$ cat config.mk
export PLATFORM = sky130hd
export DESIGN_NAME = arb4_grant_ctrl_flat
export DESIGN_NICKNAME = d
export VERILOG_FILES = /design/src/rtl/arb4_grant_ctrl_if.sv /design/src/rtl/arb4_grant_ctrl.sv /design/src/flat_wrapper.sv
export SDC_FILE = /design/constraint.sdc
export NUM_CORES = 1
export LEC_CHECK = 0
export BUFFER_PORTS_ARGS = -buffer_cell sky130_fd_sc_hd__buf_2
export CORE_AREA = 3 3 42 44
export DETAILED_ROUTE_END_ITERATION = 12
export DIE_AREA = 0 0 45 47
export GPL_ROUTABILITY_DRIVEN = 0
export GPL_TIMING_DRIVEN = 0
export PLACE_DENSITY = 0.66
export SLEW_MARGIN = 10
export SYNTH_ARGS = -nofsm -noshare
export SYNTH_HDL_FRONTEND = slang
export SYNTH_SLANG_ARGS = --single-unit
$ cat constraint.sdc
create_clock -name clk -period 1.3 [get_ports clk]
set_input_delay 0.195 -clock clk [delete_from_list [all_inputs] [get_ports clk]]
set_output_delay 0.195 -clock clk [all_outputs]
set_load 0.05 [all_outputs]
$ cat src/rtl/arb4_grant_ctrl_if.sv
// ---------------------------------------------------------------------------
// arb4_grant_ctrl_if
// Bundle between the four requesters and the grant controller.
//   req       [3:0]  level request, one bit per requester
//   done             current owner releases the resource
//   grant     [3:0]  registered one-hot grant (0000 when nobody owns)
//   grant_idx [1:0]  index of current or most recent owner
//   busy             high while a requester owns the resource
//   timeout          one-cycle pulse after a forced release on hold limit
// Modports: master = requester side, slave = arbiter side.
// ---------------------------------------------------------------------------
interface arb4_grant_ctrl_if;
    logic [3:0] req;
    logic       done;
    logic [3:0] grant;
    logic [1:0] grant_idx;
    logic       busy;
    logic       timeout;

    modport master (
        output req,
        output done,
        input  grant,
        input  grant_idx,
        input  busy,
        input  timeout
    );

    modport slave (
        input  req,
        input  done,
        output grant,
        output grant_idx,
        output busy,
        output timeout
    );
endinterface

$ cat src/rtl/arb4_grant_ctrl.sv
// ---------------------------------------------------------------------------
// arb4_grant_ctrl
// Four-requester arbiter driving a one-hot select for one shared resource.
// A winner keeps its grant until it drops its request, asserts done, or
// reaches MAX_HOLD owned cycles. Every release is followed by one IDLE cycle
// with grant=0000 before re-arbitration, so grants never touch.
//
// Ports:
//   clk     system clock, rising edge
//   rst_n   synchronous active-low reset
//   bus     arb4_grant_ctrl_if.slave (req, done in; grant, grant_idx,
//           busy, timeout out -- all outputs registered)
//
// Parameters:
//   MAX_HOLD  maximum consecutive owned cycles, 0 = unlimited
//   CNT_W     hold counter width, 2**CNT_W > MAX_HOLD
//
// Build option:
//   ARB4_ROUND_ROBIN_EN  defined   -> rotating priority starting after last owner
//                        undefined -> fixed priority, req[0] highest
//
// state  | meaning
// -------+-------------------------------------------------------------
// S_IDLE | nobody owns; grant=0000; arbitrate on any request
// S_OWN  | grant_idx owns; count hold cycles, release on done/drop/limit
// ---------------------------------------------------------------------------
module arb4_grant_ctrl #(
    parameter int MAX_HOLD = 8,
    parameter int CNT_W    = 4
) (
    input  logic              clk,
    input  logic              rst_n,
    arb4_grant_ctrl_if.slave  bus
);

    typedef enum logic {S_IDLE, S_OWN} state_t;

    localparam logic [CNT_W-1:0] HOLD_LIM = CNT_W'(MAX_HOLD);

    state_t           state, state_nxt;
    logic [CNT_W-1:0] hold_cnt, hold_cnt_nxt;
    logic [1:0]       idx_q, idx_nxt;
    logic [1:0]       last_idx, last_idx_nxt;
    logic [1:0]       winner;
    logic [3:0]       grant_q, grant_nxt;
    logic             busy_q, busy_nxt;
    logic             timeout_q, timeout_nxt;

`ifdef ARB4_ROUND_ROBIN_EN
    logic [1:0] cand;
    logic       found;

    // Search starts one past the last owner, so it drops to lowest priority.
    always_comb begin
        winner = last_idx + 2'd1;
        cand   = 2'd0;
        found  = 1'b0;
        for (int k = 0; k < 4; k++) begin
            cand = last_idx + 2'(k + 1);
            if (!found && bus.req[cand]) begin
                winner = cand;
                found  = 1'b1;
            end
        end
    end
`else
    always_comb begin
        winner = 2'd0;
        if (bus.req[0])      winner = 2'd0;
        else if (bus.req[1]) winner = 2'd1;
        else if (bus.req[2]) winner = 2'd2;
        else if (bus.req[3]) winner = 2'd3;
    end
`endif

    // state register (outputs are registered here too)
    always_ff @(posedge clk) begin
        if (!rst_n) begin
            state     <= S_IDLE;
            hold_cnt  <= '0;
            idx_q     <= 2'd0;
            last_idx  <= 2'd3;
            grant_q   <= 4'b0000;
            busy_q    <= 1'b0;
            timeout_q <= 1'b0;
        end else begin
            state     <= state_nxt;
            hold_cnt  <= hold_cnt_nxt;
            idx_q     <= idx_nxt;
            last_idx  <= last_idx_nxt;
            grant_q   <= grant_nxt;
            busy_q    <= busy_nxt;
            timeout_q <= timeout_nxt;
        end
    end

    // next-state logic
    always_comb begin
        state_nxt    = state;
        hold_cnt_nxt = hold_cnt;
        idx_nxt      = idx_q;
        last_idx_nxt = last_idx;
        timeout_nxt  = 1'b0;
        case (state)
            S_IDLE: begin
                if (|bus.req) begin
                    state_nxt    = S_OWN;
                    idx_nxt      = winner;
                    last_idx_nxt = winner;
                    hold_cnt_nxt = CNT_W'(1);
                end
            end
            S_OWN: begin
                // A normal release wins over the hold limit: no timeout pulse.
                if (bus.done || !bus.req[idx_q]) begin
                    state_nxt = S_IDLE;
                end else if ((MAX_HOLD != 0) && (hold_cnt == HOLD_LIM)) begin
                    state_nxt   = S_IDLE;
                    timeout_nxt = 1'b1;
                end else if (hold_cnt != '1) begin
                    // saturate so unlimited hold never wraps
                    hold_cnt_nxt = hold_cnt + CNT_W'(1);
                end
            end
            default: state_nxt = S_IDLE;
        endcase
    end

    // output logic: next values of the registered outputs
    always_comb begin
        busy_nxt  = (state_nxt == S_OWN);
        grant_nxt = busy_nxt ? (4'b0001 << idx_nxt) : 4'b0000;
    end

    assign bus.grant     = grant_q;
    assign bus.grant_idx = idx_q;
    assign bus.busy      = busy_q;
    assign bus.timeout   = timeout_q;

endmodule

$ cat src/flat_wrapper.sv
// flat-port wrapper written by rule: the top's interface ports become plain ports
module arb4_grant_ctrl_flat 
#(
    parameter int MAX_HOLD = 8,
    parameter int CNT_W    = 4
)
  (clk, rst_n, bus_req, bus_done, bus_grant, bus_grant_idx, bus_busy, bus_timeout);
  arb4_grant_ctrl_if bus_i ();
  input  logic clk;
  input  logic rst_n;
  input wire logic [$bits(bus_i.req)-1:0] bus_req;
  input wire logic [$bits(bus_i.done)-1:0] bus_done;
  output wire logic [$bits(bus_i.grant)-1:0] bus_grant;
  output wire logic [$bits(bus_i.grant_idx)-1:0] bus_grant_idx;
  output wire logic [$bits(bus_i.busy)-1:0] bus_busy;
  output wire logic [$bits(bus_i.timeout)-1:0] bus_timeout;
  assign bus_i.req = bus_req;
  assign bus_i.done = bus_done;
  assign bus_grant = bus_i.grant;
  assign bus_grant_idx = bus_i.grant_idx;
  assign bus_busy = bus_i.busy;
  assign bus_timeout = bus_i.timeout;
  arb4_grant_ctrl #(.MAX_HOLD(MAX_HOLD), .CNT_W(CNT_W)) u_core (.clk(clk), .rst_n(rst_n), .bus(bus_i));
endmodule
==> reports/metrics.cfg <==
[outcome]
status=finished with violations
violations=negative setup slack

[worst_setup_path]
critPathLaunch=u_core.bus.grant_idx[1]
r2r_end=u_core.hold_cnt[3]
r2r-start=u_core.bus.grant_idx[1]
reg2reg_slack_ns=-0.14
cp_max_fo=5
endpoint_kind=flip-flop
arrival_ns=1.61
cp.required_ns=1.47
worstSetupStartpointType=flip-flop
r2r_cells=4
worstSetupPathType=flip-flop to flip-flop

[synthesis]
yosys.area.top_type=dfxtp_1
yosysUniqueCellTypes=34
synth_edf_count=0
synthFlopType=dfxtp_1
netlist.area_leader.share_pct=39.8
async_reset_ff_share_pct=0
synth_area_per_cell_sq_um=9.44
synth_most_common_cell=dfxtp_1
synth_nets=73
ys_warn_count=0
ys_seq_area_share_pct=39.8
syn_area_sq_um=604
ys_ff_latch=12
syn_inst=64
synth_area_leaders=dfxtp_1 40%, nor2_1 4.3%, ha_1 4.1%
netlist_top_cells_count=12 x dfxtp_1, 7 x nor2_1, 4 x a21oi_1

[min_path]
min_path_cells=2
hp-class=primary input to flip-flop
hold_start=rst_n
holdPathEnd=u_core.hold_cnt[1]

[route]
firstDrtPassIters=4
drc=0
totalWireLength_mm=1.56
dr_wl_met3_microns=86
routed.top_layer=met4
detailroute.via_count=576
wl_met2_microns=702
wl_met1_microns=743
postRouteAntennaNets=0
drt-initial-drc-count=20
wl_per_cell_microns=15.2
vias_per_cell=5.59

[timing]
timing.fmax_mhz=695
max-slew-margin-rel_pct=67.7
setup_viol_count_final=8
hold_viol=0
layout_setup_ws_ns=-0.139
rsz0062_at_grt=true
final.setup.tns_ns=-0.803
tightest_slew_ns=0.480
layout_worst_path_cycle_share_pct=111
period_minus_slack_ns=1.44
finalClockSkew_ns=0.00451
slew_violations=0

[grt]
grt_pass1_wl_mm=2.45
grt_remaining_overflow=0
grt_max_degree=11
grt_use_total_pct=16.7
antenna_found_initial=0
grt_pass1_vias=511

[pwr]
pwr-share-clk_pct=27.7
swShare_pct=33.4
power.net_switching_uw=295
p_int_uw=588
totalPowerFinal_uw=883
leakage_nw=0.346
powerDensity_mw_per_mm2=1030
p_seq_share_pct=45.4
pwr-share-comb_pct=26.9
peakVddDrop_v=0.000795

[run]
drv_cap=0

[clock_tree]
h-tree-depth=1
cts_buffers=3
clkSinkCount=12
clk_latency_ns=0.28
clock-root-buffer=clkbuf_4
clockBufferDepth=2
hold_buffers=0
clkTransAtPathRegs_ns=0.08
cts_tree=yes

[floorplanning]
fp.coreArea_sq_mm=0.00147
rows=14
start_util_pct=41.1
ios=15
die_area_sq_mm=0.00212
die_h_microns=47
die-width_microns=45

[place]
hpwl_microns=910
dp_slack_ns=-0.271
port_buffers=14

[layout]
post-route-util_pct=58.2
nets=97
drive_gt1_share_pct=50.6
areaGrowthSynthToFinish_pct=41.8
fillCellCount=135
antennaDiodeCount=0

[stage by stage]
step / instance area (sq um) / hold WS [ns] / cells
2_1_floorplan: 613 / 0.313 / 64
3_3_place_gp: 703 / 0.478 / 94
3_5_place_dp: 703 / 0.470 / 94
4_1_cts: 840 / 0.159 / 103
5_1_grt: 857 / 0.175 / 103
6_report: 857 / 0.173 / 103
[power groups by stage]
stage | Clock (mW) | Sequential [mW] | Combinational (mW)
after floorplan | 0 | 0.459 | 0.0808
after global placement | 0 | 0.409 | 0.174
after detailed placement | 0 | 0.410 | 0.177
after CTS | 0.255 | 0.400 | 0.230
after global routing | 0.263 | 0.403 | 0.257
final | 0.244 | 0.401 | 0.237
[cell usage in the layout, fill, tap and decap left out, types with 3 or more instances in the layout]
cell type  synthesis  routed
dfxtp_1           12       7
buf_2              1      14
inv_1              3       3
clkbuf_4           0       4
nor2_1             7       6
buf_4              0       4
dfxtp_2            0       3
a21oi_2            1       3
[per-layer routing]
layer | global-route usage, % | vias to the layer above
met5 | 0 | -
met4 | 10.5 | 0
met3 | 3.45 | 5
met2 | 25.7 | 16
met1 | 21.2 | 266
li1 | - | 289
[how the worst max path moves through the flow]
stage,endpoint
global route,u_core.hold_cnt[3]
CTS,u_core.hold_cnt[3]
floorplan,u_core.hold_cnt[3]
global placement,u_core.hold_cnt[3]
finish,u_core.hold_cnt[3]
detailed placement,u_core.hold_cnt[3]
[cells by family after synthesis]
family          Yosys count  synth area share, %
compound gates           15                 19.3
fa+ha+maj                 2                 4.14
buf+inv                   4                 2.69
flops                    12                 39.8
mux                       3                 5.18
simple gates             28                 29.0
[critical path: stages, from the launching register on]
cell	delay, ns
dfxtp_4	0.40
mux2i_4	0.30
o22ai_4	0.15
nor3b_2	0.18
o31a_1	0.30
[state kept, by name, indices dropped and copies added, names as in the netlist]
name / flops
u_core.bus.grant: 4
u_core.bus.grant_idx: 2
u_core.bus.timeout: 1
u_core.hold_cnt: 4
u_core.state: 1
[what timing repair did]
item                                    4_1_cts  5_1_grt
cloned                                        1        0
setup buffers                                 4        0
pin swaps                                     6        1
endpoints found under the setup margin        8       11
resized for setup                            14        5
[cell type report]
cell class / count / area (sq um) / area share [%]
Timing Repair Buffer: 18 / 100 / 11.7
Inverter: 3 / 11.3 / 1.31
Buffer: 1 / 7.51 / 0.876
Clock buffer: 3 / 22.5 / 2.63
Tap cell: 16 / 20.0 / 2.34
Sequential cell: 12 / 251 / 29.3
Clock inverter: 1 / 3.75 / 0.438
Multi-Input combinational cell: 49 / 440 / 51.4
Power figures use the tool's default switching activity.
